<file path="src/rtl/ppu_pkg.sv">
// Shared types and constants for the PPU write queue: FSM states, bus widths
// and the layout of the CPU-visible status word.
package ppu_pkg;

    localparam int PPU_ADDR_W     = 12;
    localparam int PPU_DATA_W     = 32;
    localparam int STAT_OVF       = 31;
    localparam int STAT_STATE_LSB = 16;
    localparam int STAT_COUNT_W   = 11;

    typedef enum logic [1:0] {
        WAIT_VBLANK = 2'd0,
        DRAIN       = 2'd1,
        DONE        = 2'd2
    } queue_state_t;

    // Packs overflow, FSM state and fill level into the 32-bit status word.
    function automatic logic [31:0] build_status(
        input logic                    ovf,
        input queue_state_t            st,
        input logic [STAT_COUNT_W-1:0] cnt
    );
        logic [31:0] w_word;
        w_word                          = 32'd0;
        w_word[STAT_OVF]                = ovf;
        w_word[STAT_STATE_LSB +: 2]     = st;
        w_word[STAT_COUNT_W-1:0]        = cnt;
        return w_word;
    endfunction

endpackage

</file>
<file path="src/rtl/ppu_cmd_fifo.sv">
// Single-clock command FIFO with wrap-bit pointers; the storage array has no
// reset and a registered read port so it maps onto block RAM.
module ppu_cmd_fifo
    import ppu_pkg::*;
#(
    parameter int DEPTH = 64,
    parameter int WIDTH = PPU_ADDR_W + PPU_DATA_W,
    localparam int AW   = $clog2(DEPTH),
    localparam int PW   = AW + 1
) (
    input  logic             clk,
    input  logic             reset,
    input  logic             i_push,
    input  logic [WIDTH-1:0] i_push_data,
    input  logic             i_pop,
    output logic [WIDTH-1:0] o_pop_data,
    output logic             o_full,
    output logic             o_empty,
    output logic [PW-1:0]    o_count
);

    localparam logic [PW-1:0] FULL_CNT = PW'(DEPTH);

    logic [WIDTH-1:0] r_mem [DEPTH];
    logic [PW-1:0]    r_wr_ptr;
    logic [PW-1:0]    r_rd_ptr;
    logic [WIDTH-1:0] r_rd_data;
    logic             w_do_push;
    logic             w_do_pop;

    assign o_count    = r_wr_ptr - r_rd_ptr;
    assign o_full     = (o_count == FULL_CNT);
    assign o_empty    = (o_count == {PW{1'b0}});
    assign w_do_push  = i_push & ~o_full;
    assign w_do_pop   = i_pop & ~o_empty;
    assign o_pop_data = r_rd_data;

    // Storage write port.
    always_ff @(posedge clk) begin
        if (w_do_push) begin
            r_mem[r_wr_ptr[AW-1:0]] <= i_push_data;
        end
    end

    // Pointer update.
    always_ff @(posedge clk or negedge reset) begin
        if (!reset) begin
            r_wr_ptr <= {PW{1'b0}};
            r_rd_ptr <= {PW{1'b0}};
        end else begin
            if (w_do_push) begin
                r_wr_ptr <= r_wr_ptr + {{(PW-1){1'b0}}, 1'b1};
            end
            if (w_do_pop) begin
                r_rd_ptr <= r_rd_ptr + {{(PW-1){1'b0}}, 1'b1};
            end
        end
    end

    // Registered read port; holds the last popped entry.
    always_ff @(posedge clk or negedge reset) begin
        if (!reset) begin
            r_rd_data <= {WIDTH{1'b0}};
        end else if (w_do_pop) begin
            r_rd_data <= r_mem[r_rd_ptr[AW-1:0]];
        end else begin
            r_rd_data <= r_rd_data;
        end
    end

endmodule

</file>
<file path="src/rtl/ppu_write_queue.sv">
// Buffers CPU writes to the PPU and replays them only during vertical blank,
// so tile, palette and OAM updates never land mid-frame.
module ppu_write_queue
    import ppu_pkg::*;
#(
    parameter int DEPTH  = 64,
    parameter int ADDR_W = PPU_ADDR_W,
    parameter int DATA_W = PPU_DATA_W
) (
    input  logic              clk,
    input  logic              reset,
    input  logic              s_chipselect,
    input  logic              s_write,
    input  logic              s_read,
    input  logic [ADDR_W-1:0] s_address,
    input  logic [DATA_W-1:0] s_write_data,
    output logic [31:0]       s_readdata,
    output logic [ADDR_W-1:0] m_address,
    output logic [DATA_W-1:0] m_write_data,
    output logic              m_write,
    output logic              m_chipselect,
    input  logic              irq,
    output logic              done
);

    localparam int CNT_W = $clog2(DEPTH) + 1;

    queue_state_t              r_state;
    logic                      r_irq_q;
    logic                      r_overflow;
    logic                      r_m_write;
    logic                      r_done;
    logic [31:0]               r_readdata;

    logic                      w_push_req;
    logic                      w_push;
    logic                      w_drop;
    logic                      w_read;
    logic                      w_pop;
    logic                      w_irq_rise;
    logic                      w_full;
    logic                      w_empty;
    logic [CNT_W-1:0]          w_count;
    logic [ADDR_W+DATA_W-1:0]  w_pop_data;

    // Fullness is judged on the pre-edge count, so a push alongside a pop at
    // full is still dropped.
    assign w_push_req = s_chipselect & s_write;
    assign w_push     = w_push_req & ~w_full;
    assign w_drop     = w_push_req & w_full;
    assign w_read     = s_chipselect & s_read;
    assign w_irq_rise = irq & ~r_irq_q;
    assign w_pop      = (r_state == DRAIN) & irq & ~w_empty;

    ppu_cmd_fifo #(
        .DEPTH (DEPTH),
        .WIDTH (ADDR_W + DATA_W)
    ) u_fifo (
        .clk         (clk),
        .reset       (reset),
        .i_push      (w_push),
        .i_push_data ({s_address, s_write_data}),
        .i_pop       (w_pop),
        .o_pop_data  (w_pop_data),
        .o_full      (w_full),
        .o_empty     (w_empty),
        .o_count     (w_count)
    );

    // The FIFO read register doubles as the master address/data register.
    assign m_address    = w_pop_data[ADDR_W+DATA_W-1:DATA_W];
    assign m_write_data = w_pop_data[DATA_W-1:0];
    assign m_write      = r_m_write;
    assign m_chipselect = r_m_write;
    assign done         = r_done;
    assign s_readdata   = r_readdata;

    // Vblank FSM with registered write strobe and done pulse.
    always_ff @(posedge clk or negedge reset) begin
        if (!reset) begin
            r_state   <= WAIT_VBLANK;
            r_irq_q   <= 1'b0;
            r_m_write <= 1'b0;
            r_done    <= 1'b0;
        end else begin
            r_irq_q   <= irq;
            r_m_write <= w_pop;
            r_done    <= 1'b0;
            case (r_state)
                WAIT_VBLANK: begin
                    if (w_irq_rise) begin
                        r_state <= DRAIN;
                    end else begin
                        r_state <= WAIT_VBLANK;
                    end
                end
                DRAIN: begin
                    // A push into an empty queue keeps us draining so it
                    // issues on the next cycle.
                    if (!irq) begin
                        r_state <= WAIT_VBLANK;
                    end else if (w_empty && !w_push) begin
                        r_state <= DONE;
                        r_done  <= 1'b1;
                    end else begin
                        r_state <= DRAIN;
                    end
                end
                DONE: begin
                    if (!irq) begin
                        r_state <= WAIT_VBLANK;
                    end else begin
                        r_state <= DONE;
                    end
                end
                default: begin
                    r_state <= WAIT_VBLANK;
                end
            endcase
        end
    end

    // Sticky overflow and status capture; a drop wins over a clearing read.
    always_ff @(posedge clk or negedge reset) begin
        if (!reset) begin
            r_overflow <= 1'b0;
            r_readdata <= 32'd0;
        end else begin
            if (w_drop) begin
                r_overflow <= 1'b1;
            end else if (w_read) begin
                r_overflow <= 1'b0;
            end else begin
                r_overflow <= r_overflow;
            end
            if (w_read) begin
                r_readdata <= build_status(r_overflow, r_state, STAT_COUNT_W'(w_count));
            end else begin
                r_readdata <= r_readdata;
            end
        end
    end

endmodule
</file>
<file path="config.mk">
export PLATFORM = sky130hd
export DESIGN_NAME = ppu_write_queue
export DESIGN_NICKNAME = d
export VERILOG_FILES = /design/src/rtl/ppu_pkg.sv /design/src/rtl/ppu_cmd_fifo.sv /design/src/rtl/ppu_write_queue.sv
export SDC_FILE = /design/constraint.sdc
export NUM_CORES = 2
export LEC_CHECK = 0
export BUFFER_PORTS_ARGS = -buffer_cell sky130_fd_sc_hd__buf_2
export CORE_MARGIN = 3
export CORE_UTILIZATION = 50
export DETAILED_ROUTE_END_ITERATION = 8
export PLACE_DENSITY = 0.66
export SLEW_MARGIN = 20
export SYNTH_ARGS = -nofsm -noshare
export SYNTH_HDL_FRONTEND = slang
export SYNTH_HIERARCHICAL = 1
export SYNTH_SLANG_ARGS = --single-unit
</file>
<file path="constraint.sdc">
create_clock -name clk -period 9.11 [get_ports clk]
set_clock_uncertainty 0.2 [all_clocks]
set_input_delay 1.822 -clock clk [delete_from_list [all_inputs] [get_ports clk]]
set_output_delay 1.822 -clock clk [all_outputs]
set_load 0.05 [all_outputs]
</file>
# Word-level counts from Yosys, hierarchy flattened
# Memory sizes are Yosys's and may differ from the RTL's. A register that Yosys moved wholly into a read port is not among the register bits.
# Index checks and enable logic that the tools add are counted.
[totals]
register_bits = 30
ram_bits = 2816
inputBits = 50
wordCells = 45
mem_count = 1
[mem_list]
columns = ["memory", "words", "width", "rd", "rd_clocked_by_memory_dff", "write_ports", "line_no", "text"]
rows = [
  ["u_fifo.r_mem", 64, 44, 1, 1, 1, "ppu_cmd_fifo.sv:24", "logic [WIDTH-1:0] r_mem [DEPTH];"],
]
[op_classes]
n_addsub = 3
eq_ne = 3
mux = 12
n_bitwise = 12
reduce_logical = 6
[op_table]
columns = ["operator", "n"]
rows = [
  ["adder 7 x 1 -> 7 bit, second input constant", 2],
  ["bitwise AND 1 bit", 9],
  ["2-to-1 mux 1 bit", 8],
  ["== test 7 bit, second input constant", 1],
  ["zero test 7 bit", 1],
  ["subtractor 7 bit", 1],
  ["2-to-1 mux 2 bit", 3],
  ["case mux 2 bit (3 select lines)", 1],
  ["inverter 1 bit", 3],
  ["== test 2 x 1 -> 1 bit, second input constant", 1],
  ["== test 2 bit, second input constant", 1],
  ["zero test 1 bit", 2],
  ["zero test 2 bit", 1],
  ["nonzero test 2 bit", 1],
  ["logical AND 1 bit", 1],
]

# Depth between registers and ports, before layout
[depth]
depth_word = 9
mapped_depth = 20
depth_no_buf = 13

# By module
# The synthesis kept the hierarchy.
[modules_own_cells]
columns = ["module", "instances", "cells_per_inst", "area_per_inst_um2"]
rows = [
  ["ppu_cmd_fifo", 1, 4736, 109053.3],
  ["ppu_write_queue", 1, 63, 817.0],
]

# Worst setup path before layout
# No wires, ideal clock.
[synth_path]
path_type = "register to register"
start = "register u_fifo.r_rd_ptr[1]"
end = "memory u_fifo/r_mem[40][0] (netlist name) (enable)"
setup_time_ns = 0.446
t_arrival_ns = 5.693
required_time_ns = 8.464
path_slack_ns = 2.771
path_stages_with_launch = 20
synth_period_minus_slack_ns = 6.339
cell_sequence = "dfrtp_1 buf_2 buf_2 buf_2 buf_2 buf_2 inv_1 ha_1 nor2b_1 o31a_1 o211ai_1 a2111o_1 buf_2 buf_2 nor2_1 and3b_2 clkbuf_1 nor2b_1 o211ai_1 nor2_1"
[synth_via]
elab_chain_len = 7
[synth_rtl]
columns = ["item", "line_no", "text"]
rows = [
  ["start, declared", "ppu_cmd_fifo.sv:26", "logic [PW-1:0] r_rd_ptr;"],
  ["start signal, assigned", "ppu_cmd_fifo.sv:49", "r_rd_ptr <= {PW{1'b0}};"],
  ["start signal, assigned", "ppu_cmd_fifo.sv:55", "r_rd_ptr <= r_rd_ptr + {{(PW-1){1'b0}}, 1'b1};"],
  ["subtractor 7 bit", "ppu_cmd_fifo.sv:31", "assign o_count = r_wr_ptr - r_rd_ptr;"],
  ["net w_count[5]", "ppu_write_queue.sv:43", "logic [CNT_W-1:0] w_count;"],
  ["== test 7 bit", "ppu_cmd_fifo.sv:32", "assign o_full = (o_count == FULL_CNT);"],
  ["net w_full", "ppu_write_queue.sv:41", "logic w_full;"],
  ["inverter 1 bit", "ppu_write_queue.sv:49", "assign w_push = w_push_req & ~w_full;"],
  ["bitwise AND 1 bit", "ppu_write_queue.sv:49", ""],
  ["net w_push", "ppu_write_queue.sv:36", "logic w_push;"],
  ["bitwise AND 1 bit", "ppu_cmd_fifo.sv:34", "assign w_do_push = i_push & ~o_full;"],
  ["2-to-1 mux 1 bit", "ppu_cmd_fifo.sv:40", "if (w_do_push) begin"],
  ["2-to-1 mux 1 bit (not written as such)", "ppu_cmd_fifo.sv:41", "r_mem[r_wr_ptr[AW-1:0]] <= i_push_data;"],
  ["end, declared", "ppu_cmd_fifo.sv:24", ""],
]
# The timed path passes the listed nets, and every way through them passes these cells.

# Worst setup path in the final report
[layout_path]
start = "register u_fifo.r_rd_ptr[2]"
end = "memory u_fifo/r_mem[34][18] (netlist name) (enable)"
[layout_via]
elab_chain_len = 7
[layout_rtl]
columns = ["item", "line_no"]
rows = [
  ["subtractor 7 bit", "ppu_cmd_fifo.sv:31"],
  ["== test 7 bit", "ppu_cmd_fifo.sv:32"],
  ["net w_full", "ppu_write_queue.sv:41"],
  ["inverter 1 bit", "ppu_write_queue.sv:49"],
  ["bitwise AND 1 bit", "ppu_write_queue.sv:49"],
  ["net w_push", "ppu_write_queue.sv:36"],
  ["bitwise AND 1 bit", "ppu_cmd_fifo.sv:34"],
  ["2-to-1 mux 1 bit", "ppu_cmd_fifo.sv:40"],
  ["2-to-1 mux 1 bit (not written as such)", "ppu_cmd_fifo.sv:41"],
]
# The timed path passes the listed nets, and every way through them passes these cells.

==> summary.md <==
| Metric | Value |
|---|---|
| Required time at the worst-slack endpoint | ~9.5 ns |
| Iter 0 DRT Violations | about 7600 |
| Static power due to leakage | around 39 nW |
| Final weighted congestion of routability-driven global placement | 0.832 |
| Run status | finished clean |
| Global-route wire length before repair | a little under 400000 um |
| Synth Instances | between 4000 and 5000 |
| Clock tree buffer depth | 4 |
| Filler-free cell count of the finished design | between 8000 and 9000 |
| Worst vdd rail ir drop | between 0.2 and 0.3 mV |
| Nets@finish | approximately 5200 |
| Category of the critical setup timing path | reg -> reg |
| Number of detailed-route iterations in the first pass | 5 |
| Row Count | about 170 |
| Average routed wire per standard cell | ~34 um |
| Flops & latches, synth | ~2900 |
| GRT Residual Overflow | 0 |
| Endpoints failing hold | 0 |
| Power density over cell area | around 310 nW/um^2 |
| Minimum clock period after layout | ~6.1 ns |
| Width of the die | about 470 um |
| TritonCTS clock tree | built |
| Number of buffers added to fix hold violations after cts | 0 |
| Crit-path max FO | 27 |
| Cell taking the most area after synthesis | sky130_fd_sc_hd__edfxtp_1 |
| Core Box Area | ~220000 um^2 |
| Final Routed Wirelength | between 200000 and 300000 um |
| Kind of end point of the critical path | register |
| Area share of the leading cell type in the synthesized netlist | 0.770 |
| Actual slew at the worst max-slew pin | ~1.2 ns |
| Max_cap viols | 0 |
| Number of sinks driven by the clock tree | 2890 |
| Slew headroom | 0.220 |
| Via count of the routed design | around 53000 |
| Endpoint arrival time on the critical path | ~6.4 ns |
| Setup Viol. Count Final | 0 |
| Routing usage on met2 | 0.377 |
| Number of buffers created by CTS | 300 |
| Path class of the lowest-slack min-delay path | reg -> reg |
| Initial antenna violation count | 21 |
| Estimated wirelength of the detail-placed design | 159000 um |
| Post-CTS setup buffer count | 0 |
| Number of placed cells counting well taps | ~7600 |
| Effective utilization at floorplan | 0.504 |
| M3 GR Usage | 0.0605 |
| Synthesized area per cell | 22.9 um^2 |
| Fraction of synthesis flops using an asynchronous set or reset pin | 0.0256 |
| Mean number of vias per cell | ~6.5 |
| Fraction of layout instances using a drive strength above 1 | 0.268 |
| Post-synthesis to final-layout area growth | 12.6% |
| Setup TNS | 0 ns |
| Die height | 475 um |
| Overall die area | about 230000 um^2 |
| Met1 Use GR | 0.369 |
| Clock tree root driver cell | sky130_fd_sc_hd__clkbuf_16 |
| Cell area after synthesis | roughly 110000 um^2 |
| Clock latency reported for the late side of the worst-skew pair | around 0.93 ns |
| Number of antenna-violating nets in the routed design | 0 |
| Number of distinct library cell variants in the gate-level netlist after synthesis | 55 |
| CTS H-tree depth | 5 |
| RR Startpoint | u_fifo/r_rd_ptr[2] |
| Peak Freq | 165 MHz |
| Final number of max-transition violations | 0 |
| Seq/Total Area, Yosys | 0.786 |
| Cell with the most instances after synthesis | sky130_fd_sc_hd__edfxtp_1 |
| Launching element type of the critical path | register |
| CP startpoint | u_fifo/r_rd_ptr[2] |
| Vias in the first global route | approximately 52000 |
| Number of enable flip-flop cells after synthesis | roughly 2800 |
| PortBufs | between 100 and 150 |
| YS warnings | 6 |
| I/O pin count | between 100 and 150 |
| Origin of the worst min-delay path | u_fifo/r_rd_ptr[6] |
| Total power | around 0.038 W |
| Core utilization of the finished layout | 0.568 |
| Number of gates resized after CTS | 0 |
| Post-route fraction of the period consumed by the critical path | 0.665 |
| Most numerous cell types in the synthesized netlist | sky130_fd_sc_hd__edfxtp_1 (2816), sky130_fd_sc_hd__mux4_2 (617), sky130_fd_sc_hd__mux2i_1 (188) |
| Unrepaired setup endpoints after global routing | no |
| Ranking of synthesized cells by area | sky130_fd_sc_hd__edfxtp_1 (77%), sky130_fd_sc_hd__mux4_2 (13%), sky130_fd_sc_hd__mux2i_1 (1.7%) |
| Most Used Layer, Global Route | met2 |
| Largest net degree at the start of global routing | roughly 110 |
| Total routing resource utilization after global routing | 0.248 |
| Clock input transition at the sequential cells of the worst setup and hold paths | about 0.06 ns |
| Number of remaining DRC errors | 0 |
| Top flip-flop cell by instance count after synthesis | sky130_fd_sc_hd__edfxtp_1 |
[state kept, by name, indices dropped and copies added, names as in the netlist]
name,cells
u_fifo/r_wr_ptr,7
u_fifo/r_mem,2816
m_chipselect,1
r_state,2
s_readdata,10
u_fifo/r_rd_ptr,7
u_fifo/o_pop_data,44
r_irq_q,1
r_overflow,1
done,1
[final cells by class]
| class | instances | area [um^2] |
|---|---|---|
| Tap cell | 2854 | 3570 |
| Fill cell | 15600 | 94100 |
| Clock inverter | 122 | 1160 |
| Timing Repair Buffer | 275 | 1960 |
| Sequential cell | 2890 | 86400 |
| Multi-Input combinational cell | 1608 | 22500 |
| Clock buffer | 392 | 8100 |
| Antenna cell | 3 | 7.51 |
| Inverter | 19 | 71.3 |
[path summary, 6_finish.rpt]
kind / depth (start not counted) / end / slack [ns]
worst max-delay path: 13 / u_fifo/r_mem[34][18] / 3.06
worst min-delay path: 1 / u_fifo/r_rd_ptr[6] / 0.29
worst max register to register: 13 / u_fifo/r_mem[34][18] / 3.06
worst min register to register: 1 / u_fifo/r_rd_ptr[6] / 0.29
max in group asynchronous: 2 / u_fifo/r_rd_ptr[4] / 6.48
min in group asynchronous: 1 / s_readdata[16] / 0.69
[power breakdown]
group	internal (W)	switching (W)	total (W)
clock	0.00686	0.00484	0.0117
combinational	0.00415	0.00650	0.0107
sequential	0.0149	0.000444	0.0154
[through the flow]
stage / hold WS [ns] / area (um^2) / setup WS, ns
after global routing: 0.319 / 124000 / 2.76
after floorplan: 0.263 / 110000 / 2.77
final: 0.293 / 124000 / 3.06
after detailed placement: 0.281 / 114000 / 3.15
after CTS: 0.293 / 124000 / 3.12
after global placement: 0.283 / 114000 / 3.25
[routing by layer]
metal,wire length (um),up-vias
li1,-,21300
met1,113000,28800
met2,131000,2899
met3,29500,396
met4,5640,6
met5,40,-
[worst max-delay path: stages (launching register included)]
cell and delay, ns:
sky130_fd_sc_hd__dfrtp_1 0.85, sky130_fd_sc_hd__inv_2 0.32, sky130_fd_sc_hd__ha_1 0.41, sky130_fd_sc_hd__nor2b_1 0.16, sky130_fd_sc_hd__o21a_1 0.19, sky130_fd_sc_hd__o21ai_0 0.21, sky130_fd_sc_hd__a2111o_1 0.70, sky130_fd_sc_hd__nor2_1 0.14
sky130_fd_sc_hd__and3b_2 0.45, sky130_fd_sc_hd__nor2b_1 0.31, sky130_fd_sc_hd__o211ai_1 0.22, sky130_fd_sc_hd__buf_4 0.31, sky130_fd_sc_hd__nor2_4 0.65, sky130_fd_sc_hd__buf_4 0.52
[cell families after synthesis]
| kind of cell | Yosys count | synth area share |
|---|---|---|
| AOI/OAI and AO/OA | 565 | 0.0413 |
| adders and majority gates | 9 | 0.00109 |
| DFF | 2890 | 0.786 |
| and+or+nand+nor | 141 | 0.00582 |
| other | 1 | 0.0000341 |
| xor gates and xnor gates | 14 | 0.00112 |
| buffers and inverters | 322 | 0.0149 |
| muxes | 857 | 0.149 |
[cells in the final DEF, fill, tap and decap left out, types with 12 or more instances in the layout]
cell type and n:
sky130_fd_sc_hd__conb_1 22, sky130_fd_sc_hd__nand2_1 22, sky130_fd_sc_hd__mux2_2 42, sky130_fd_sc_hd__nor2_1 12
sky130_fd_sc_hd__o221ai_1 76, sky130_fd_sc_hd__clkbuf_16 306, sky130_fd_sc_hd__bufinv_16 22, sky130_fd_sc_hd__nor2_4 65
sky130_fd_sc_hd__clkbuf_8 12, sky130_fd_sc_hd__a22o_1 118, sky130_fd_sc_hd__buf_4 161, sky130_fd_sc_hd__mux4_2 617
sky130_fd_sc_hd__a21oi_1 19, sky130_fd_sc_hd__buf_2 101, sky130_fd_sc_hd__clkbuf_1 74, sky130_fd_sc_hd__o21ai_0 13
sky130_fd_sc_hd__a221oi_1 84, sky130_fd_sc_hd__o22ai_1 45, sky130_fd_sc_hd__clkinv_1 51, sky130_fd_sc_hd__clkinv_2 30
sky130_fd_sc_hd__mux2i_1 188, sky130_fd_sc_hd__dfrtp_1 70, sky130_fd_sc_hd__edfxtp_1 2816, sky130_fd_sc_hd__xnor2_1 12
sky130_fd_sc_hd__inv_1 16, sky130_fd_sc_hd__a211o_1 39, sky130_fd_sc_hd__a22oi_1 60, sky130_fd_sc_hd__a211oi_1 75
Power figures use the tool's default switching activity.
